$ cat config.mk
export PLATFORM = sky130hd
export DESIGN_NAME = lpc_record_hexdump
export DESIGN_NICKNAME = d
export VERILOG_FILES = /design/src/rtl/lpc_pkg.sv /design/src/rtl/hex_nibble_ascii.sv /design/src/rtl/lpc_record_hexdump.sv
export SDC_FILE = /design/constraint.sdc
export NUM_CORES = 1
export LEC_CHECK = 0
export CAP_MARGIN = 20
export CORE_UTILIZATION = 45
export CTS_CLUSTER_SIZE = 24
export DETAILED_ROUTE_END_ITERATION = 12
export GPL_ROUTABILITY_DRIVEN = 0
export MAX_ROUTING_LAYER = met4
export PLACE_DENSITY_LB_ADDON = 0.3
export REMOVE_ABC_BUFFERS = 1
export SYNTH_ARGS = -nofsm -noshare
export SYNTH_HDL_FRONTEND = slang
export SYNTH_SLANG_ARGS = --single-unit
$ cat constraint.sdc
create_clock -name clock -period 3.6 [get_ports clock]
set_input_delay 0.36 -clock clock [delete_from_list [all_inputs] [get_ports clock]]
set_output_delay 0.36 -clock clock [all_outputs]
set_load 0.05 [all_outputs]
$ cat src/rtl/lpc_pkg.sv
// Shared definitions for the LPC capture path: record layout, ASCII framing bytes
// and the hexdump FSM encoding.
package lpc_pkg;

  localparam int REC_W       = 48;
  localparam int ADDR_HI     = 47;
  localparam int ADDR_LO     = 16;
  localparam int DATA_HI     = 15;
  localparam int DATA_LO     = 8;
  localparam int TIMEOUT_BIT = 4;
  localparam int CYCTYPE_HI  = 3;
  localparam int CYCTYPE_LO  = 0;

  localparam logic [7:0] ASCII_SPACE = 8'h20;
  localparam logic [7:0] ASCII_CR    = 8'h0D;
  localparam logic [7:0] ASCII_LF    = 8'h0A;

  typedef enum logic [1:0] {
    ST_IDLE = 2'd0,
    ST_POP  = 2'd1,
    ST_SEND = 2'd2,
    ST_GAP  = 2'd3
  } hexdump_state_t;

endpackage

$ cat src/rtl/hex_nibble_ascii.sv
// Combinational nibble-to-ASCII hex digit converter; letter case chosen at build time.
module hex_nibble_ascii #(
  parameter bit HEX_UPPER = 1'b1
) (
  input  logic [3:0] nibble,
  output logic [7:0] ascii
);

  localparam logic [7:0] ALPHA_BASE = HEX_UPPER ? 8'h41 : 8'h61;

  always_comb begin
    if (nibble < 4'd10) begin
      ascii = 8'h30 + {4'd0, nibble};
    end else begin
      ascii = ALPHA_BASE + {4'd0, nibble} - 8'd10;
    end
  end

endmodule

$ cat src/rtl/lpc_record_hexdump.sv
// Pops one 48-bit LPC record from the ringbuffer and streams it to the byte
// transmitter as a 16-character ASCII line "AAAAAAAA DD SS\r\n".
module lpc_record_hexdump
  import lpc_pkg::*;
#(
  parameter bit HEX_UPPER    = 1'b1,
  parameter bit SKIP_TIMEOUT = 1'b0
) (
  input  logic             clock,
  input  logic             reset,
  input  logic             read_empty,
  input  logic [REC_W-1:0] read_data,
  output logic             read_clock_enable,
  input  logic             uart_ready,
  output logic             uart_clock_enable,
  output logic [7:0]       uart_data,
  output logic             busy,
  output logic [15:0]      dropped
);

  hexdump_state_t   state_reg, state_next;
  logic [REC_W-1:0] record_reg;
  logic [3:0]       index_reg;
  logic [15:0]      dropped_reg;
  logic [7:0]       uart_data_reg;
  logic [7:0]       digit_ascii [12];
  logic [7:0]       byte_mux;
  logic             discard;

  // The record is exactly 12 nibbles: 8 addr, 2 data, 2 status, MSB first.
  generate
    for (genvar gi = 0; gi < 12; gi++) begin : g_digit
      hex_nibble_ascii #(.HEX_UPPER(HEX_UPPER)) u_hex (
        .nibble (record_reg[REC_W-1-4*gi -: 4]),
        .ascii  (digit_ascii[gi])
      );
    end
  endgenerate

  assign discard = SKIP_TIMEOUT && record_reg[TIMEOUT_BIT];

  always_ff @(posedge clock or negedge reset) begin
    if (!reset) begin
      state_reg <= ST_IDLE;
    end else begin
      state_reg <= state_next;
    end
  end

  always_comb begin
    state_next = state_reg;
    case (state_reg)
      ST_IDLE: if (!read_empty) state_next = ST_POP;
      ST_POP:  state_next = discard ? ST_IDLE : ST_SEND;
      ST_SEND: if (uart_ready) state_next = ST_GAP;
      ST_GAP:  state_next = (index_reg == 4'd15) ? ST_IDLE : ST_SEND;
      default: state_next = ST_IDLE;
    endcase
  end

  always_comb begin
    read_clock_enable = (state_reg == ST_POP);
    uart_clock_enable = (state_reg == ST_SEND) && uart_ready;
    busy              = (state_reg != ST_IDLE);
  end

  always_comb begin
    byte_mux = 8'h00;
    case (index_reg)
      4'd8, 4'd11: byte_mux = ASCII_SPACE;
      4'd9:        byte_mux = digit_ascii[8];
      4'd10:       byte_mux = digit_ascii[9];
      4'd12:       byte_mux = digit_ascii[10];
      4'd13:       byte_mux = digit_ascii[11];
      4'd14:       byte_mux = ASCII_CR;
      4'd15:       byte_mux = ASCII_LF;
      default:     byte_mux = digit_ascii[index_reg[2:0]];
    endcase
  end

  // Byte is presented combinationally with its strobe, then held afterwards.
  assign uart_data = uart_clock_enable ? byte_mux : uart_data_reg;
  assign dropped   = dropped_reg;

  always_ff @(posedge clock or negedge reset) begin
    if (!reset) begin
      record_reg    <= '0;
      index_reg     <= '0;
      dropped_reg   <= '0;
      uart_data_reg <= '0;
    end else begin
      if (state_reg == ST_IDLE && !read_empty) begin
        record_reg <= read_data;
      end
      if (state_reg == ST_POP) begin
        index_reg <= '0;
      end else if (state_reg == ST_GAP) begin
        index_reg <= index_reg + 4'd1;
      end
      if (state_reg == ST_POP && discard && dropped_reg != 16'hFFFF) begin
        dropped_reg <= dropped_reg + 16'd1;
      end
      if (uart_clock_enable) begin
        uart_data_reg <= byte_mux;
      end
    end
  end

endmodule

==> run metrics, run 1 <==
initial antenna violation count=0; top post-synthesis cells by area=dfrtp_1, o21ai_0, nand2_1; Final Hold Fails=0; via count=about 3.7k; Cells after Synth=around 470; RSZ-0062 raised after global routing=no; DRT Wirelength=9.81 mm; die area=about 9800 µm²; Clk Latency, worst-skew pair=0.35 ns; H-Tree Depth=3; final period utilization=0.912; Sw Share=0.461; worst hold path class=input port to async pin; leak pwr=2.17 nW; Layout Utilization=0.577; Int Power=approximately 0.0026 W; sequential standard cell area=1550 µm²; WL/cell=about 15 µm; flop2flop setup slack=1.07 ns; Initial Util=0.475; final setup violation count=0; final worst setup slack=approximately 0.32 ns; Yosys cell types=62; Core Box Area=slightly below 9000 µm²; initial DRC count=198; grt ovf=0; fraction of layout cells with a size suffix above 1=0.104; n_diodes=0; delay-heaviest family, CP=compound AO/OA/AOI/OAI gates; Critical Path Sink Type=output pin; largest net degree at the start of global routing=43; Final Max Tran Viols=0; hpwl dp=between 7 and 8 mm; Global Route Usage Sum=0.223; Area Growth Syn to Fin=21.6%; Startpoint Class=flop; clock slew seen by the registers of the worst setup and hold paths=around 0.070 ns; Final ANT Viol Nets=0; first-pass GRT wire length=16.8 mm; Worst VDD drop=around 0.57 mV; CP max-delay cell=o41ai_2; delay of the slowest critical-path stage=~0.60 ns; worst path cell trace=buf_4 > ha_1 > o41ai_2 > a21oi_1 > o211ai_1 > o31ai_1 > o31ai_1 > buf_12; Post-Syn Area=roughly 4200 µm²; top post-synthesis cells by count=dfrtp_1, nand2_1, o21ai_0; # hold bufs at CTS=0; Post-synth EDFFs=0; critical path class=flop to output pin; Yosys warnings=0; sw power=around 0.0022 W; CP most frequent cell=o31ai_1; Clk pwr share=0.143; top cell type's share of synthesized area=0.368; critical path arrival=between 2 and 3 ns; power density over the cells=between 900 and 1000 nW/µm²; DIE WIDTH=~99 µm; row count=34; vias per cell=5.88; Die H=between 90 and 100 µm; status=complete, no violations; number of fill cells=slightly below 800; root buffer cell=clkbuf_8; Synth Flop Type=dfrtp_1; CTS sink count=62; dominant cell by count in the synthesized netlist=dfrtp_1; number of global-route vias before repair=around 3.5k; ys async rst share=1.00; CTS tree=built; CP required=~3.2 ns; Yosys top cell by area=dfrtp_1; R2R Path Start=index_reg[0]$_DFFE_PN0P_; MaxCap Viol Count=0; Remaining DRCs=0; Synth Register Bits=62; area of the multi-input gates=roughly 2400 µm²; Post-CTS Setup Bufs=0; drt first pass iters=7; sequential share of power=0.312; I/O Pins=between 70 and 80; slew margin rel.=0.445; pre-CTS setup slack=between 0.6 and 0.7 ns; I/O Buffers=62; CTS Buf Count=9; # nets final=around 590; Synth Area per Inst=roughly 9.0 µm²; RR Endpoint=uart_data_reg[5]$_DFF_PN0_; fmax=between 0.3 and 0.4 GHz; Buf+Inv Stages, Crit Path=2; Layout Skew=around 0.0045 ns; Worst Tran Pin Value=about 0.83 ns; Max Buffers Root-to-Sink=2; cell count of the worst reg-to-reg path=7; Comb power frac=0.546; Seq/Total Area, Yosys=0.368; Crit path depth=8; post-cts sizing count=0; crit path time final=3.28 ns; max reg flops=48; critical path peak fanout=15
## power groups by stage
| stage | combinational [W] | clock [W] | sequential, W |
|---|---|---|---|
| after global placement | 0.00258 | 0 | 0.00148 |
| after CTS | 0.00264 | 0.000709 | 0.00150 |
| after detailed placement | 0.00263 | 0 | 0.00151 |
| after global routing | 0.00292 | 0.000740 | 0.00159 |
| final | 0.00265 | 0.000694 | 0.00152 |
| after floorplan | 0.00176 | 0 | 0.00144 |
## metal layers
metal,vias up,routed length [µm],track usage
li1,1798,-,-
met4,0,221,0.111
met2,132,4480,0.331
met3,27,575,0.0433
met1,1783,4530,0.292
met5,-,0,-
## cell families (layout without fill, tap and decap cells)
kind of cell	after synthesis	in the layout	synth area share
AO/OA/AOI/OAI	144	144	0.214
XOR/XNOR	4	4	0.00830
multiplexers	34	34	0.0967
buffers and inverters	69	114	0.0801
adder cells (fa/ha/maj)	16	16	0.0474
other	1	16	0.000889
flip-flops	62	62	0.368
AND/OR/NAND/NOR	138	138	0.185
## worst register-to-register path, stage by stage, from the launching register on
cell	delay, ns
dfrtp_1	0.39
buf_4	0.19
ha_1	0.30
o41ai_2	0.60
a21oi_1	0.10
o211ai_1	0.13
o31ai_1	0.11
o31ai_1	0.53
## worst max path at each step
stage / startpoint / to / slack (ns)
after floorplan: index_reg[0]$_DFFE_PN0P_ / uart_data[5] / -0.24
after global placement: index_reg[0]$_DFFE_PN0P_ / uart_data[5] / 0.81
after detailed placement: index_reg[0]$_DFFE_PN0P_ / uart_data[5] / 0.70
after CTS: index_reg[0]$_DFFE_PN0P_ / uart_data[5] / 0.30
after global routing: index_reg[1]$_DFFE_PN0P_ / uart_data[5] / 0.11
final: index_reg[0]$_DFFE_PN0P_ / uart_data[5] / 0.32
## metrics by stage
stage | std cells | area, µm² | hold WS, ns | total power, W | setup TNS [ns]
2_1_floorplan | 443 | 4050 | 0.0644 | 0.00320 | -1.11
3_3_place_gp | 620 | 4910 | 0.430 | 0.00406 | 0
3_5_place_dp | 620 | 4910 | 0.430 | 0.00414 | 0
4_1_cts | 636 | 5130 | 0.0549 | 0.00485 | 0
5_1_grt | 636 | 5130 | 0.0789 | 0.00525 | 0
6_report | 636 | 5130 | 0.0324 | 0.00486 | 0
## layout make-up
cell class              count  share of cell area
well taps                 108              0.0263
clock inverters             6              0.0166
multi-input cells         352               0.465
repair buffers             69               0.141
inverters                  29              0.0212
flip-flops and latches     62               0.302
clock buffers              10              0.0268
## cell usage in the layout, fill, tap and decap left out, types with 6 or more instances in the layout
| master | count |
|---|---|
| dfrtp_1 | 62 |
| nand2_1 | 55 |
| clkdlybuf4s50_1 | 54 |
| o21ai_0 | 52 |
| inv_1 | 27 |
| a21oi_1 | 26 |
| mux2_2 | 16 |
| ha_1 | 16 |
| conb_1 | 16 |
| nand3_1 | 14 |
| a211oi_1 | 11 |
| nor2_1 | 10 |
| clkbuf_8 | 10 |
| and4b_1 | 9 |
| nor2b_1 | 8 |
| mux2_1 | 8 |
| buf_4 | 8 |
| mux2i_1 | 7 |
| o31ai_1 | 7 |
| nor4b_1 | 7 |
| a31oi_1 | 7 |
| buf_12 | 6 |
(Power assumes the default switching activity.)
==> run 2: changes to the inputs <==
--- a/config.mk
+++ b/config.mk
@@ -7,11 +7,12 @@
 export LEC_CHECK = 0
 export CAP_MARGIN = 20
 export CORE_UTILIZATION = 45
+export CTS_BUF_LIST = sky130_fd_sc_hd__clkbuf_2 sky130_fd_sc_hd__clkbuf_4 sky130_fd_sc_hd__clkbuf_8
 export CTS_CLUSTER_SIZE = 24
 export DETAILED_ROUTE_END_ITERATION = 12
 export GPL_ROUTABILITY_DRIVEN = 0
 export MAX_ROUTING_LAYER = met4
-export PLACE_DENSITY_LB_ADDON = 0.3
+export PLACE_DENSITY = 0.7
 export REMOVE_ABC_BUFFERS = 1
 export SYNTH_ARGS = -nofsm -noshare
 export SYNTH_HDL_FRONTEND = slang
==> run 2 against run 1 <==
Effect of this change: worst setup slack worse by 0.0096 ns; maximum frequency shrank 0.29%; clock skew up 0.0029 ns; critical path type unchanged; sequential share of layout area rose by 0.10 points.
==> run metrics, run 2 (same netlist as run 1, synthesis figures left out) <==
row count=34 (unchanged); max reg flops=48 (unchanged); Final ANT Viol Nets=0 (unchanged); DIE WIDTH=98.8 µm (unchanged); Remaining DRCs=0 (unchanged); CTS sink count=62 (unchanged); initial DRC count=210 (+6.1%); Global Route Usage Sum=0.220 (-0.00308); CTS tree=built; Initial Util=0.475 (unchanged); Clk Latency, worst-skew pair=0.35 ns (about the same); delay of the slowest critical-path stage=0.55 ns (-0.05 ns); n_diodes=0 (unchanged); met2 WL post-DR=4.71 mm (+5.1%); fraction of layout cells with a size suffix above 1=0.102 (-0.00189); Final Hold Fails=0 (unchanged); M1 WL=4.36 mm (-3.8%); critical path peak fanout=7 (-8); clock slew seen by the registers of the worst setup and hold paths=0.07 ns (about the same); Area Growth Syn to Fin=21.2%; Critical Path Sink Type=output pin; CTS Buf Count=9 (unchanged); worst hold path class=input port to async pin; I/O Pins=79 (unchanged); I/O Buffers=62 (unchanged); critical path class=flop to output pin; Die H=98.8 µm (unchanged); largest net degree at the start of global routing=49 (+14%); crit path launch=index_reg[0]$_DFFE_PN0P_; Buf+Inv Stages, Crit Path=2 (unchanged); hpwl dp=7.30 mm (+0.77%); final setup violation count=0 (unchanged); CP required=3.24 ns (about the same); Total Power=0.00471 W (-3.1%); top sig layer=met4; sequential share of power=0.322 (+0.010); die area=9770 µm² (unchanged); vias per cell=5.87 (-0.16%); post-cts sizing count=0 (unchanged); worst path cell trace=inv_1 > ha_1 > o41ai_2 > a21oi_1 > o211ai_1 > o31ai_1 > o31ai_1 > buf_12; power density over the cells=922 nW/µm² (-2.8%); initial antenna violation count=0 (unchanged); Post-CTS Setup Bufs=0 (unchanged); Clk pwr share=0.113 (-0.030); MaxCap Viol Count=0 (unchanged); WL/cell=15.4 µm (about the same); CP max-delay cell=o41ai_2; flop2flop setup slack=1.06 ns (about the same); final period utilization=0.915 (+0.00266); drt first pass iters=5 (-2); H-Tree Depth=3 (unchanged); # nets final=593 (+0.34%); R2R Path Start=index_reg[0]$_DFFE_PN0P_; Core Box Area=8890 µm² (unchanged); leak pwr=2.17 nW (-0.14%); delay-heaviest family, CP=compound AO/OA/AOI/OAI gates; fmax=0.304 GHz (-0.29%); Worst VDD drop=0.601 mV (+5.7%); DRT Wirelength=9.80 mm (about the same); status=complete, no violations; via count=3,734 (-0.16%); Max Buffers Root-to-Sink=2 (unchanged); number of fill cells=807 (+4.5%); Layout Skew=0.00733 ns (+0.00287 ns); number of global-route vias before repair=3,555 (+2.1%); slew margin rel.=0.474 (+0.0292); Sw Share=0.470 (+0.00911); RR Endpoint=uart_data_reg[5]$_DFF_PN0_; RSZ-0062 raised after global routing=no; met3 wire len=509 µm (-11%); endpoint of the worst setup timing path=uart_data[5]; CP most frequent cell=o31ai_1; post-route insts no fill=636 (unchanged); Final Max Tran Viols=0 (unchanged); root buffer cell=clkbuf_8; DP Cell Count=620 (unchanged); Startpoint Class=flop; pre-CTS setup slack=0.712 ns (+0.0144 ns); crit path time final=3.29 ns (+0.00958 ns); grt ovf=0 (unchanged); Comb power frac=0.565 (+0.019); commonest non-fill, non-tap cells in the layout=dfrtp_1, nand2_1, clkdlybuf4s50_1, o21ai_0, inv_1; Int Power=0.00250 W (-4.8%); # hold bufs at CTS=0 (unchanged); final worst setup slack=0.306 ns (-0.00958 ns); cell count of the worst reg-to-reg path=7 (unchanged); first-pass GRT wire length=16.5 mm (-1.6%); Worst Tran Pin Value=0.789 ns (-0.0437 ns); Crit path depth=8 (unchanged); most common cell after layout, fill and taps aside=dfrtp_1; critical path arrival=2.93 ns (about the same); sw power=0.00221 W (-1.2%)
[run 2: cell count changes in the layout (fill, tap and decap cells not counted), sizes merged]
cell | before | now
dlygate4sd3 | 0 | 1
buf | 15 | 16
clkbuf | 10 | 12
clkinvlp | 2 | 0
bufinv | 2 | 0
[run 2: per-stage QoR]
stage / TNS, ns / hold WS (ns) / instance area [µm²] / util
5_1_grt: 0 / 0.516 / 5110 / 0.575
6_report: 0 / 0.482 / 5110 / 0.575
3_3_place_gp: 0 / 0.472 / 4920 / 0.553
4_1_cts: 0 / 0.258 / 5080 / 0.572
3_5_place_dp: 0 / 0.485 / 4920 / 0.553
2_1_floorplan: -1.11 / 0.0644 / 4050 / -
[run 2: worst min-delay path by stage]
stage / start / end / cells after the start
4_1_cts: reset / record_reg[23]$_DFFE_PN0P_ / 1
5_1_grt: uart_data_reg[7]$_DFF_PN0_ / uart_data_reg[7]$_DFF_PN0_ / 1
3_3_place_gp: uart_data_reg[7]$_DFF_PN0_ / uart_data_reg[7]$_DFF_PN0_ / 1
6_report: reset / record_reg[46]$_DFFE_PN0P_ / 2
2_1_floorplan: reset / index_reg[0]$_DFFE_PN0P_ / 0
3_5_place_dp: uart_data_reg[7]$_DFF_PN0_ / uart_data_reg[7]$_DFF_PN0_ / 1
[run 2: worst reg2reg max path, cell delays in order (launching register included)]
cell and delay, ns:
dfrtp_1 0.43, inv_1 0.19, ha_1 0.34, o41ai_2 0.55, a21oi_1 0.08, o211ai_1 0.13, o31ai_1 0.10, o31ai_1 0.54
[run 2: layout make-up]
type / instances / area (µm²) / share of cell area
clock buffers: 12 / 153 / 0.0299
well taps: 108 / 135 / 0.0264
repair buffers: 71 / 768 / 0.150
multi-input cells: 352 / 2390 / 0.467
flip-flops and latches: 62 / 1550 / 0.303
inverters: 29 / 109 / 0.0213
clock inverters: 2 / 10.0 / 0.00196
[run 2: layer usage]
layer  GRT usage  up-vias
met3      0.0333       20
met1       0.275     1784
met4       0.101        0
met5           -        -
met2       0.353      128
li1            -     1802
[run 2: power groups by stage]
stage | logic, W | registers [W] | clock network [W]
6_report | 0.00266 | 0.00152 | 0.000532
5_1_grt | 0.00291 | 0.00159 | 0.000575
4_1_cts | 0.00266 | 0.00151 | 0.000542
3_5_place_dp | 0.00264 | 0.00151 | 0
3_3_place_gp | 0.00259 | 0.00148 | 0
2_1_floorplan | 0.00176 | 0.00144 | 0
==> run 3: changes to the inputs <==
--- a/config.mk
+++ b/config.mk
@@ -6,14 +6,15 @@
 export NUM_CORES = 1
 export LEC_CHECK = 0
 export CAP_MARGIN = 20
-export CORE_UTILIZATION = 45
+export CORE_UTILIZATION = 58
 export CTS_BUF_LIST = sky130_fd_sc_hd__clkbuf_2 sky130_fd_sc_hd__clkbuf_4 sky130_fd_sc_hd__clkbuf_8
 export CTS_CLUSTER_SIZE = 24
 export DETAILED_ROUTE_END_ITERATION = 12
 export GPL_ROUTABILITY_DRIVEN = 0
 export MAX_ROUTING_LAYER = met4
-export PLACE_DENSITY = 0.7
+export PLACE_DENSITY = 0.88
 export REMOVE_ABC_BUFFERS = 1
 export SYNTH_ARGS = -nofsm -noshare
 export SYNTH_HDL_FRONTEND = slang
 export SYNTH_SLANG_ARGS = --single-unit
+export TNS_END_PERCENT = 1
==> run 3 against run 2 <==
Effect of this change: core utilization increased by 17 points; non-clock buffer count decreased by 4; power increased by 4.1%; critical path depth shrank 1; die area down 22%; highest routed layer unchanged; clock-buffer cell count up 1; worst hold slack got worse by 0.43 ns.
==> run metrics, run 3 (same netlist as run 1, synthesis figures left out) <==
initial DRC count=454 (+120%); first-pass GRT wire length=16.5 mm (-0.25%); Remaining DRCs=0 (unchanged); fmax=0.291 GHz (-4.0%); root buffer cell=clkbuf_8; Final ANT Viol Nets=0 (unchanged); DRT Wirelength=10.3 mm (+5.1%); critical path peak fanout=13 (+6); RSZ-0062 raised after global routing=no; H-Tree Depth=3 (unchanged); # nets final=589 (-0.67%); status=complete, no violations; grt ovf=0 (unchanged); critical path arrival=3.07 ns (+0.14 ns); Critical Path Sink Type=output pin; CTS sink count=62 (unchanged); Startpoint Class=flop; initial antenna violation count=0 (unchanged); area of the multi-input gates=2400 µm² (+0.47%); I/O Buffers=62 (unchanged); Clk Latency, worst-skew pair=0.34 ns (about the same); via count=3,837 (+2.8%); Layout Skew=0.00933 ns (+0.00200 ns); WL/cell=16.6 µm (+7.5%); Die H=87.3 µm (-12%); Core Box Area=6910 µm² (-22%); final period utilization=0.953 (+0.0381); slew margin rel.=0.559 (+0.0854); CP required=3.24 ns (about the same); worst hold path class=input port to async pin; crit path launch=index_reg[1]$_DFFE_PN0P_; Global Route Usage Sum=0.290 (+0.0698); hpwl dp=7.30 mm (about the same); drt first pass iters=5 (unchanged); critical path class=flop to output pin; number of fill cells=496 (-39%); sequential standard cell area=1550 µm² (unchanged); Final Max Tran Viols=0 (unchanged); post-route insts no fill=622 (-2.2%); fraction of layout cells with a size suffix above 1=0.101 (-0.00151); I/O Pins=79 (unchanged); most common cell after layout, fill and taps aside=dfrtp_1; Worst VDD drop=0.519 mV (-14%); post-route cell area=5120 µm² (+0.15%); placed instance area=4890 µm² (-0.61%); CTS tree=built; vias per cell=6.17 (+5.1%); n_diodes=0 (unchanged); Area Growth Syn to Fin=21.4%; DIE WIDTH=87.3 µm (-12%); DP Cell Count=606 (-2.3%); max reg flops=48 (unchanged); row count=30 (-12%); final setup violation count=0 (unchanged); crit path time final=3.43 ns (+0.137 ns); MaxCap Viol Count=0 (unchanged); CTS Buf Count=9 (unchanged); hold slack final=0.0473 ns (-0.434 ns); Max Buffers Root-to-Sink=2 (unchanged); die area=7620 µm² (-22%); # hold bufs at CTS=0 (unchanged); R2R Path Start=index_reg[1]$_DFFE_PN0P_; number of global-route vias before repair=3,568 (+0.37%); clock slew seen by the registers of the worst setup and hold paths=0.06 ns (about the same); leak pwr=2.17 nW (+0.25%); largest net degree at the start of global routing=49 (unchanged); Worst Tran Pin Value=0.661 ns (-0.128 ns); Final Hold Fails=0 (unchanged); Initial Util=0.611 (+0.136); power density over the cells=958 nW/µm² (+4.0%); commonest non-fill, non-tap cells in the layout=dfrtp_1, nand2_1, clkdlybuf4s50_1, o21ai_0, inv_1
## run 3: metrics by stage
| step | setup TNS (ns) | utilization | power [W] | setup slack [ns] |
|---|---|---|---|---|
| finish | 0 | 0.741 | 0.00491 | 0.169 |
| global placement | 0 | 0.708 | 0.00402 | 0.590 |
| global route | 0 | 0.741 | 0.00520 | 0.0340 |
| CTS | 0 | 0.740 | 0.00484 | 0.145 |
| detailed placement | 0 | 0.708 | 0.00414 | 0.505 |
| floorplan | -1.11 | - | 0.00320 | -0.235 |
## run 3: path summary, 6_finish.rpt
kind / slack (ns) / endpoint / cells after the start
worst max-delay path: 0.17 / uart_data[2] / 7
worst min register to register: 0.49 / uart_data_reg[7]$_DFF_PN0_ / 1
min in group clock: 0.49 / uart_data_reg[7]$_DFF_PN0_ / 1
worst max register to register: 0.91 / uart_data_reg[2]$_DFF_PN0_ / 6
worst min-delay path: 0.05 / record_reg[31]$_DFFE_PN0P_ / 1
max in group asynchronous: 2.65 / index_reg[1]$_DFFE_PN0P_ / 2
## run 3: report_power, final
part / internal (W) / switching (W) / leakage [nW] / total (W)
Sequential: 0.00104 / 0.000496 / 0.744 / 0.00153
Combinational: 0.00118 / 0.00153 / 1.32 / 0.00271
Clock: 0.000393 / 0.000271 / 0.115 / 0.000664
## run 3: cell type report
type | instances | area share
well taps | 96 | 0.0235
flip-flops and latches | 62 | 0.303
inverters | 29 | 0.0213
repair buffers | 67 | 0.141
multi-input cells | 352 | 0.468
clock buffers | 13 | 0.0349
clock inverters | 3 | 0.00782
## run 3: repair_timing
action | CTS | global route
endpoints found under the setup margin | 0 | 2
buffers inserted | 0 | 0
resized for setup | 0 | 1
## run 3: routing by layer
| layer | vias to the layer above | global-route usage | share of wire |
|---|---|---|---|
| met5 | - | - | 0 |
| met4 | 0 | 0.118 | 0.023 |
| met3 | 23 | 0.0635 | 0.069 |
| met2 | 188 | 0.470 | 0.49 |
| met1 | 1831 | 0.351 | 0.42 |
| li1 | 1795 | - | - |
## run 3: worst max-delay path, stage by stage (launching register included)
cell and delay (ns):
dfrtp_1 0.59, inv_1 0.24, ha_1 0.36, o41a_1 0.57, o2111ai_1 0.13, o22ai_1 0.09
a211oi_1 0.52, buf_12 0.22
